$ cat config.mk
export PLATFORM = sky130hd
export DESIGN_NAME = hv_abist_seq
export DESIGN_NICKNAME = d
export VERILOG_FILES = /design/src/rtl/hv_abist_seq.sv
export SDC_FILE = /design/constraint.sdc
export NUM_CORES = 1
export LEC_CHECK = 0
export ABC_CLOCK_PERIOD_IN_PS = 4100
export BUFFER_PORTS_ARGS = -buffer_cell sky130_fd_sc_hd__buf_2
export CAP_MARGIN = 40
export CORE_MARGIN = 10
export CORE_UTILIZATION = 62
export DETAILED_ROUTE_END_ITERATION = 12
export HOLD_SLACK_MARGIN = 0.08
export PLACE_DENSITY = 0.94
export SLEW_MARGIN = 20
export SYNTH_ARGS = -nofsm -noshare
export SYNTH_HDL_FRONTEND = slang
export SYNTH_SLANG_ARGS = --single-unit
$ cat constraint.sdc
create_clock -name i_clk -period 4.1 [get_ports i_clk]
set_input_delay 0.205 -clock i_clk [delete_from_list [all_inputs] [get_ports i_clk]]
set_output_delay 0.205 -clock i_clk [all_outputs]
set_load 0.02 [all_outputs]
$ cat src/rtl/hv_abist_seq.sv
`default_nettype none
// +----------------------------------------------------------------------------+
// | hv_abist_seq : steps the six HV analog BIST enables one window at a time    |
// |                and collects the checker's per-item pass status.            |
// | Revision    : 1.0                                                          |
// +----------------------------------------------------------------------------+
module hv_abist_seq #(
  parameter int CLK_M         = 48,
  parameter int OV_WIN_US     = 72,
  parameter int SHORT_WIN_US  = 2,
  parameter int ADC_WIN_US    = 5,
  parameter int GAP_CYC       = 4,
  parameter int BIST_ITEM_NUM = 6
) (
  input  logic                     i_clk,
  input  logic                     i_rst_n,
  input  logic                     i_bist_start,
  input  logic                     i_bist_abort,
  input  logic [BIST_ITEM_NUM-1:0] i_bist_item_mask,
  input  logic [BIST_ITEM_NUM-1:0] i_bist_status,
  output logic                     o_bist_hv_ov,
  output logic                     o_bist_hv_ot,
  output logic                     o_bist_hv_opscod,
  output logic                     o_bist_hv_oc,
  output logic                     o_bist_hv_sc,
  output logic                     o_bist_hv_adc,
  output logic                     o_bist_busy,
  output logic                     o_bist_done,
  output logic [BIST_ITEM_NUM-1:0] o_bist_result,
  output logic                     o_bist_fail,
  output logic                     o_bist_aborted
);

  localparam int OV_WIN    = OV_WIN_US * CLK_M;
  localparam int SHORT_WIN = SHORT_WIN_US * CLK_M;
  localparam int ADC_WIN   = ADC_WIN_US * CLK_M;
  localparam int MAX_WIN0  = (OV_WIN > ADC_WIN) ? OV_WIN : ADC_WIN;
  localparam int MAX_WIN1  = (MAX_WIN0 > SHORT_WIN) ? MAX_WIN0 : SHORT_WIN;
  // The gap shares the window counter, so it must fit as well.
  localparam int MAX_CNT   = (MAX_WIN1 > GAP_CYC) ? MAX_WIN1 : GAP_CYC;
  localparam int CNT_W     = $clog2(MAX_CNT);
  localparam int IDX_W     = $clog2(BIST_ITEM_NUM + 1);

  localparam logic [CNT_W-1:0] OV_LAST    = CNT_W'(OV_WIN - 1);
  localparam logic [CNT_W-1:0] SHORT_LAST = CNT_W'(SHORT_WIN - 1);
  localparam logic [CNT_W-1:0] ADC_LAST   = CNT_W'(ADC_WIN - 1);
  localparam logic [CNT_W-1:0] GAP_LAST   = CNT_W'(GAP_CYC - 1);
  localparam logic [IDX_W-1:0] IDX_END    = IDX_W'(BIST_ITEM_NUM);
  localparam logic [IDX_W-1:0] IDX_ADC    = IDX_W'(BIST_ITEM_NUM - 1);
  localparam logic [BIST_ITEM_NUM-1:0] ONE_HOT0 = {{(BIST_ITEM_NUM-1){1'b0}}, 1'b1};

  typedef enum logic [2:0] {
    IDLE   = 3'd0,
    SEL    = 3'd1,
    RUN    = 3'd2,
    SAMPLE = 3'd3,
    GAP    = 3'd4,
    DONE   = 3'd5
  } state_t;

  state_t                   state_q,   state_d;
  logic [IDX_W-1:0]         idx_q,     idx_d;
  logic [CNT_W-1:0]         cnt_q,     cnt_d;
  logic [BIST_ITEM_NUM-1:0] mask_q,    mask_d;
  logic [BIST_ITEM_NUM-1:0] result_q,  result_d;
  logic [BIST_ITEM_NUM-1:0] en_q,      en_d;
  logic                     fail_q,    fail_d;
  logic                     aborted_q, aborted_d;
  logic [CNT_W-1:0]         win_last;

  always_comb begin
    win_last = SHORT_LAST;
    if (idx_q == '0)
      win_last = OV_LAST;
    else if (idx_q == IDX_ADC)
      win_last = ADC_LAST;
  end

  always_comb begin
    state_d   = state_q;
    idx_d     = idx_q;
    cnt_d     = cnt_q;
    mask_d    = mask_q;
    result_d  = result_q;
    fail_d    = fail_q;
    aborted_d = aborted_q;

    case (state_q)
      IDLE: begin
        if (i_bist_start) begin
          mask_d    = i_bist_item_mask;
          result_d  = '0;
          fail_d    = 1'b0;
          aborted_d = 1'b0;
          idx_d     = '0;
          cnt_d     = '0;
          state_d   = SEL;
        end
      end
      SEL: begin
        if (idx_q == IDX_END) begin
          state_d = DONE;
        end else if (mask_q[idx_q]) begin
          cnt_d   = '0;
          state_d = RUN;
        end else begin
          idx_d = idx_q + 1'b1;
        end
      end
      RUN: begin
        if (cnt_q == win_last) begin
          cnt_d   = '0;
          state_d = SAMPLE;
        end else begin
          cnt_d = cnt_q + 1'b1;
        end
      end
      SAMPLE: begin
        // Enable dropped last edge; the checker's status register has now settled.
        result_d[idx_q] = i_bist_status[idx_q];
        cnt_d           = '0;
        state_d         = GAP;
      end
      GAP: begin
        if (cnt_q == GAP_LAST) begin
          cnt_d   = '0;
          idx_d   = idx_q + 1'b1;
          state_d = SEL;
        end else begin
          cnt_d = cnt_q + 1'b1;
        end
      end
      DONE: begin
        fail_d  = fail_q | (|(mask_q & ~result_q));
        state_d = IDLE;
      end
      default: state_d = IDLE;
    endcase

    if (i_bist_abort && (state_q == SEL || state_q == RUN ||
                         state_q == SAMPLE || state_q == GAP)) begin
      result_d  = result_q;
      idx_d     = idx_q;
      cnt_d     = '0;
      fail_d    = 1'b1;
      aborted_d = 1'b1;
      state_d   = DONE;
    end

    en_d = (state_d == RUN) ? (ONE_HOT0 << idx_d) : '0;
  end

  always_ff @(posedge i_clk or negedge i_rst_n) begin
    if (!i_rst_n) begin
      state_q   <= IDLE;
      idx_q     <= '0;
      cnt_q     <= '0;
      mask_q    <= '0;
      result_q  <= '0;
      en_q      <= '0;
      fail_q    <= 1'b0;
      aborted_q <= 1'b0;
    end else begin
      state_q   <= state_d;
      idx_q     <= idx_d;
      cnt_q     <= cnt_d;
      mask_q    <= mask_d;
      result_q  <= result_d;
      en_q      <= en_d;
      fail_q    <= fail_d;
      aborted_q <= aborted_d;
    end
  end

  assign o_bist_hv_ov     = en_q[0];
  assign o_bist_hv_ot     = en_q[1];
  assign o_bist_hv_opscod = en_q[2];
  assign o_bist_hv_oc     = en_q[3];
  assign o_bist_hv_sc     = en_q[4];
  assign o_bist_hv_adc    = en_q[5];
  assign o_bist_busy      = (state_q != IDLE);
  assign o_bist_done      = (state_q == DONE);
  assign o_bist_result    = result_q;
  assign o_bist_fail      = fail_q;
  assign o_bist_aborted   = aborted_q;

endmodule
`default_nettype wire

==> metrics.md, run 1 <==
| Metric | Value |
|---|---|
| Yosys cell types | 60 |
| 1st-iter DRT viols | 235 |
| GR Util All Layers | 0.167 |
| Internal power | approximately 0.00098 W |
| Cts-stage hold buffer count | 1 |
| DRC | 0 |
| Placement Setup Slack | about 1400 ps |
| Worst VDD drop | 0.553 mV |
| Sequential Power Share | 0.334 |
| Worst Max-Slew Pin Slew | about 700 ps |
| Gates resized, CTS repair | 0 |
| Worst EP required | roughly 4300 ps |
| Clock share of power | 0.163 |
| Dominant cell by count in the synthesized netlist | dfrtp_1 |
| Clk pin slew, worst setup/hold paths | roughly 70 ps |
| Top-level I/O count | 32 |
| Fmax | around 360 MHz |
| Hold path depth | 3 |
| Initial antenna violation count | 0 |
| Total die area | just under 7000 sq um |
| Vias | roughly 2.2k |
| Hold WC Path Type | in2reg |
| FF-to-FF setup slack | around 1300 ps |
| GRT busiest layer | met2 |
| CP Cell Sequence | inv_1 -> ha_1 -> nand2b_4 -> mux2_2 -> o21a_1 -> a211oi_1 -> o211ai_1 -> nor3b_1 |
| Met2 Usage GRT | 0.253 |
| Reg-to-reg endpoint | en_q[5] |
| Pleak | 1.20 nW |
| Post-synth top cells | dfrtp_1 (38), nand2_1 (27), a21oi_1 (25) |
| Post CTS Setup Buffer Count | 0 |
| Pre-Repair DR Iteration Count | 5 |
| Post-synth ARST share | 1.00 |
| Area delta synth->final | 9.99% |
| GR Layer Usage met3 | 0.0547 |
| Area contributors post-synth | dfrtp_1 (38%), a21oi_1 (5.0%), o21ai_0 (4.4%) |
| Crit share post-route | 0.672 |
| Final hold violation count | 0 |
| Via/cell ratio | approximately 6.3 |
| Minimum clock period | about 2800 ps |
| Core footprint | ~3800 sq um |
| Routed Antenna Nets | 0 |
| #FFs+latches synth | 38 |
| Clk sinks | 38 |
| CP Capture Type | register |
| Fill cell count | around 280 |
| Share of power burned in combinational logic | 0.503 |
| Hold Path Sink | mask_q[0] |
| Worst r2r src | idx_q[0] |
| Crit path arrival time | roughly 3000 ps |
| PnR worst setup slack | 1350 ps |
| Die W | 83.2 um |
| TritonCTS Buffers | 5 |
| Switching part of the total | 0.455 |
| WL per Instance | ~17 um |
| WS Path Type | reg2reg |
| # nets final | approximately 320 |
| Yosys top cell area share | 0.384 |
| Post-Syn Nets | between 200 and 300 |
| Largest net degree at the start of global routing | 39 |
| Top FF cell, synth | dfrtp_1 |
| Top cell family by delay on the critical path | compound AO/OA/AOI/OAI gates |
| Psw | approximately 0.00081 W |
| Sequential fraction of the synthesis area | 0.384 |
| CP Launch Type | register |
| Final Non-Filler Cells | between 300 and 400 |
| Die Span Y | 83.2 um |
| Vias in the first global route | around 2.1k |
| Antenna Cells | 0 |
| Root Buffer | clkbuf_8 |
| Bufs on Longest Clock Path | 2 |
| Total power | between 0.0015 and 0.002 W |
| Max Cap Viol | 0 |
| Power density cells | around 660 nW/um^2 |
| Hold Startpoint | i_bist_item_mask[0] |
| Setup Skew | between 4 and 5 ps |
| Post-synth EDFFs | 0 |
| IO buf count | 31 |
| Area leader, netlist | dfrtp_1 |
| Outcome | complete, no violations |
| Post-Route WL | 5840 um |
| H-tree levels | 2 |
| Post-Syn Instances | between 200 and 300 |
| Slew Limit Headroom | 0.533 |
| HPWL after detailed placement | about 4300 um |
| Routability cong. | slightly below 0.9 |
| Finished Core Util | 0.723 |
| Slew Limit Fails | 0 |
| Share of layout cells above drive strength 1 | 0.201 |
| Grt ovf | 0 |
| RSZ-0062 raised after global routing | no |
| Final TNS setup | 0 ps |
| First-pass GRT wire length | 10,000 um |
| CTS tree | done |
| Starting density of the core | 0.657 |
| Cells after DPL | about 340 |
| Warnings, synthesis | 0 |
| Worst skew pair latency | 290 ps |
| Reg2Reg Depth | 8 |
| Crit path buf inv count | 1 |
| Met1 Usage GRT | 0.224 |
| Setup violators final | 0 |
| Syn Std Cell Area | 2480 sq um |
| Synth Area per Inst | between 9 and 10 sq um |
| Slowest stage delay, CP | about 620 ps |
| Row count | 22 |
| Crit-path max FO | 13 |
| CP max-delay cell | dfrtp_1 |
[worst max path at each step]
stage,cells after the start,start,slack [ps],end
after floorplan,9,idx_q[0],1830,cnt_q[1]
after global placement,8,idx_q[0],1550,cnt_q[6]
after detailed placement,8,idx_q[0],1420,en_q[5]
after CTS,8,idx_q[0],1370,en_q[5]
after global routing,8,idx_q[0],1120,en_q[5]
final,8,idx_q[0],1350,en_q[5]
[power by group through the flow]
stage | Clock, W | Combinational [W] | Sequential, W
final | 0.000293 | 0.000901 | 0.000598
after global routing | 0.000313 | 0.00100 | 0.000617
after CTS | 0.000296 | 0.000886 | 0.000592
after detailed placement | 0 | 0.000878 | 0.000596
after global placement | 0 | 0.000848 | 0.000592
after floorplan | 0 | 0.000819 | 0.000516
[metal layers]
| layer | part of all wire | wire, um |
|---|---|---|
| met5 | 0 | 0 |
| met3 | 0.076 | 446 |
| met1 | 0.45 | 2640 |
| met2 | 0.46 | 2710 |
| met4 | 0.0077 | 45 |
[stage by stage]
| stage | instance area (sq um) | hold slack [ps] |
|---|---|---|
| after global routing | 2730 | 117 |
| after detailed placement | 2590 | 348 |
| after CTS | 2710 | 120 |
| final | 2730 | 119 |
| after floorplan | 2480 | -90.6 |
| after global placement | 2590 | 340 |
[worst min-delay path, cell delays in order]
cell,delay [ps]
buf_2,70
nand2_1,40
o21ai_0,60
[cells in the final DEF, fill, tap and decap left out, drive strengths merged, types with 2 or more instances in the layout]
cell / instances
a22oi: 2
a21oi: 25
o41ai: 3
a211oi: 4
buf: 32
nor2: 12
o22ai: 5
o21ai: 28
a221oi: 2
o211ai: 4
dfrtp: 38
or3: 6
nand2b: 2
clkbuf: 8
or2: 3
ha: 5
nor3b: 6
a22o: 3
mux2: 3
inv: 19
nand2: 27
and3: 5
a21o: 4
o221ai: 2
nor3: 9
o311ai: 3
o21a: 2
and2: 2
xnor2: 2
nand3: 8
o21bai: 3
nor2b: 6
[cell families after synthesis]
group / after synthesis / synth area share
AO/OA/AOI/OAI: 96 / 0.274
XOR/XNOR: 3 / 0.0106
adder cells (fa/ha/maj): 5 / 0.0252
buffers and inverters: 36 / 0.0722
flip-flops: 38 / 0.384
multiplexers: 5 / 0.0283
AND/OR/NAND/NOR: 91 / 0.206
[state kept, by name (all words and copies together), names as in the netlist]
signal          count
o_bist_result       6
cnt_q              12
en_q                6
mask_q              6
state_q             3
o_bist_fail         1
idx_q               3
o_bist_aborted      1
[area by class of cell]
| cell class | instances | area, sq um | area share |
|---|---|---|---|
| multi-input cells | 200 | 1350 | 0.495 |
| flip-flops and latches | 38 | 951 | 0.349 |
| repair buffers | 33 | 185 | 0.0679 |
| clock buffers | 8 | 110 | 0.0404 |
| inverters | 19 | 71.3 | 0.0262 |
| well taps | 48 | 60.1 | 0.0220 |
No activity file was read; power rests on OpenSTA's default activity.
==> run 2: changes to the inputs <==
--- a/config.mk
+++ b/config.mk
@@ -5,14 +5,14 @@
 export SDC_FILE = /design/constraint.sdc
 export NUM_CORES = 1
 export LEC_CHECK = 0
-export ABC_CLOCK_PERIOD_IN_PS = 4100
+export ABC_CLOCK_PERIOD_IN_PS = 2800
 export BUFFER_PORTS_ARGS = -buffer_cell sky130_fd_sc_hd__buf_2
 export CAP_MARGIN = 40
 export CORE_MARGIN = 10
-export CORE_UTILIZATION = 62
+export CORE_UTILIZATION = 58
 export DETAILED_ROUTE_END_ITERATION = 12
 export HOLD_SLACK_MARGIN = 0.08
-export PLACE_DENSITY = 0.94
+export PLACE_DENSITY = 0.89
 export SLEW_MARGIN = 20
 export SYNTH_ARGS = -nofsm -noshare
 export SYNTH_HDL_FRONTEND = slang
==> constraint.sdc (replaced) <==
create_clock -name i_clk -period 2.8 [get_ports i_clk]
set_input_delay 0.14 -clock i_clk [delete_from_list [all_inputs] [get_ports i_clk]]
set_output_delay 0.14 -clock i_clk [all_outputs]
set_load 0.02 [all_outputs]
==> run 2 against run 1 <==
Final area rose by 2.3%. First-iteration DRC count rose by 19%. Wire length rose by 1.4%. Combinational power rose by 56%. Fmax rose by 9.5%. Highest routed layer unchanged.
==> metrics.md, run 2 (synthesis results as in run 1) <==
| Metric | Value |
|---|---|
| Vias | between 2k and 2.5k |
| CP Capture Type | register |
| Max reg flops | 12 |
| Pre-Repair DR Iteration Count | 5 |
| CP Cell Sequence | buf_4 -> mux4_2 -> a22oi_4 -> o21ai_1 -> o221ai_2 -> o21bai_1 -> a22o_1 |
| Slew Limit Fails | 0 |
| Hold Startpoint | i_bist_item_mask[0] |
| Psw | between 0.001 and 0.0015 W |
| Share of power burned in combinational logic | 0.535 |
| Pleak | 1.23 nW |
| Commonest non-fill, non-tap cells in the layout | dfrtp_1 (38), buf_2 (31), nand2_1 (27) |
| H-tree levels | 2 |
| Initial antenna violation count | 0 |
| Max Cap Viol | 0 |
| Reg-to-reg endpoint | cnt_q[7] |
| Grt ovf | 0 |
| Top-level I/O count | 32 |
| DP Area | ~2600 sq um |
| Setup violators final | 0 |
| Vias in the first global route | between 2k and 2.5k |
| RSZ-0062 raised after global routing | no |
| Slowest stage delay, CP | ~560 ps |
| Slew Limit Headroom | 0.551 |
| Outcome | complete, no violations |
| Worst EP required | slightly above 3000 ps |
| Clk pin slew, worst setup/hold paths | 70 ps |
| Routed Antenna Nets | 0 |
| PnR worst setup slack | about 280 ps |
| Row count | 23 |
| Final TNS setup | 0 ps |
| Commonest non-fill, non-tap cell in the layout | dfrtp_1 |
| Clk sinks | 38 |
| Worst r2r src | idx_q[0] |
| IO buf count | 31 |
| Crit share post-route | 0.898 |
| Final Cell Area | approximately 2800 sq um |
| Core footprint | 4060 sq um |
| HPWL after detailed placement | 4170 um |
| Hold path depth | 3 |
| Starting density of the core | 0.611 |
| Worst VDD drop | ~0.56 mV |
| Via/cell ratio | about 6.2 |
| Minimum clock period | ~2500 ps |
| Share of layout cells above drive strength 1 | 0.203 |
| Hold Path Sink | mask_q[0] |
| TritonCTS Buffers | 5 |
| Gates resized, CTS repair | 0 |
| Sequential Power Share | 0.319 |
| # nets final | 326 |
| Largest net degree at the start of global routing | 39 |
| First-pass GRT wire length | about 10,000 um |
| Die Span Y | 85.4 um |
| Routability cong. | roughly 0.90 |
| GR Util All Layers | 0.164 |
| 1st-iter DRT viols | ~280 |
| Fmax | between 300 and 400 MHz |
| Post-Route WL | slightly below 6000 um |
| FF-to-FF setup slack | around 280 ps |
| Total die area | ~7300 sq um |
| Die W | ~85 um |
| DRC | 0 |
| Placement Setup Slack | around 390 ps |
| CP max-delay cell | mux4_2 |
| Root Buffer | clkbuf_8 |
| Crit path arrival time | around 2800 ps |
| Crit-path max FO | 12 |
| WL per Instance | 16.6 um |
| Worst skew pair latency | 290 ps |
| Antenna Cells | 0 |
| Bufs on Longest Clock Path | 2 |
| Top reg by flops | cnt_q |
| Reg2Reg Depth | 7 |
| Post CTS Setup Buffer Count | 0 |
| CP Launch Type | register |
| Internal power | between 0.001 and 0.0015 W |
| Switching part of the total | 0.463 |
| Power density cells | 943 nW/um^2 |
| Cts-stage hold buffer count | 6 |
| WS Path Type | reg2reg |
| Worst Max-Slew Pin Slew | around 670 ps |
| CTS tree | done |
| Area delta synth->final | 12.6% |
| Hold WC Path Type | in2reg |
| Setup Skew | ~7.8 ps |
| Final hold violation count | 0 |
| Clock share of power | 0.146 |
-- run 2: cell count changes in the layout (fill, tap and decap cells not counted), sizes merged --
cell,delta
clkinv,+1
clkbuf,-1
buf,+3
dlygate4sd3,+5
-- run 2: metrics by stage --
| step | power, W | hold slack [ps] | instances | util |
|---|---|---|---|---|
| after floorplan | 0.00195 | -156 | 274 | - |
| after global placement | 0.00215 | 280 | 341 | 0.644 |
| after detailed placement | 0.00219 | 285 | 341 | 0.644 |
| after CTS | 0.00260 | 106 | 355 | 0.681 |
| after global routing | 0.00282 | 150 | 356 | 0.688 |
| final | 0.00263 | 108 | 356 | 0.688 |
-- run 2: final cells by class --
cell class,count,area (sq um)
clock buffer,7,86.3
clock inverter,1,5.00
fill,312,1270
inverter,19,71.3
sequential,38,951
tap,50,62.6
timing repair buffer,41,265
multi-input combinational,200,1350
-- run 2: power groups by stage --
stage,Combinational [W],Clock [W],Sequential [W]
final,0.00141,0.000384,0.000838
after floorplan,0.00120,0,0.000755
after detailed placement,0.00136,0,0.000837
after CTS,0.00138,0.000397,0.000829
after global routing,0.00155,0.000414,0.000856
after global placement,0.00131,0,0.000833
-- run 2: how the worst max path moves through the flow --
stage | depth (start not counted) | from | slack [ps] | end
finish | 7 | idx_q[0] | 280 | cnt_q[7]
global route | 7 | idx_q[0] | 190 | cnt_q[7]
CTS | 7 | idx_q[0] | 320 | cnt_q[7]
detailed placement | 7 | idx_q[0] | 390 | cnt_q[7]
floorplan | 9 | idx_q[0] | 530 | cnt_q[1]
global placement | 7 | idx_q[0] | 460 | cnt_q[7]
-- run 2: routing by layer --
layer / routed length [um] / share of wire / global-route usage
met1: 2730 / 0.46 / 0.220
met2: 2730 / 0.46 / 0.245
met3: 379 / 0.064 / 0.0488
met4: 82 / 0.014 / 0.0539
met5: 0 / 0 / 0
-- run 2: worst max-delay path, delay by kind of cell, from the launching register on --
kind | cells | cell delay [ps]
AO/OA/AOI/OAI | 5 | 1190
buffers and inverters | 1 | 210
flip-flops | 1 | 490
multiplexers | 1 | 560
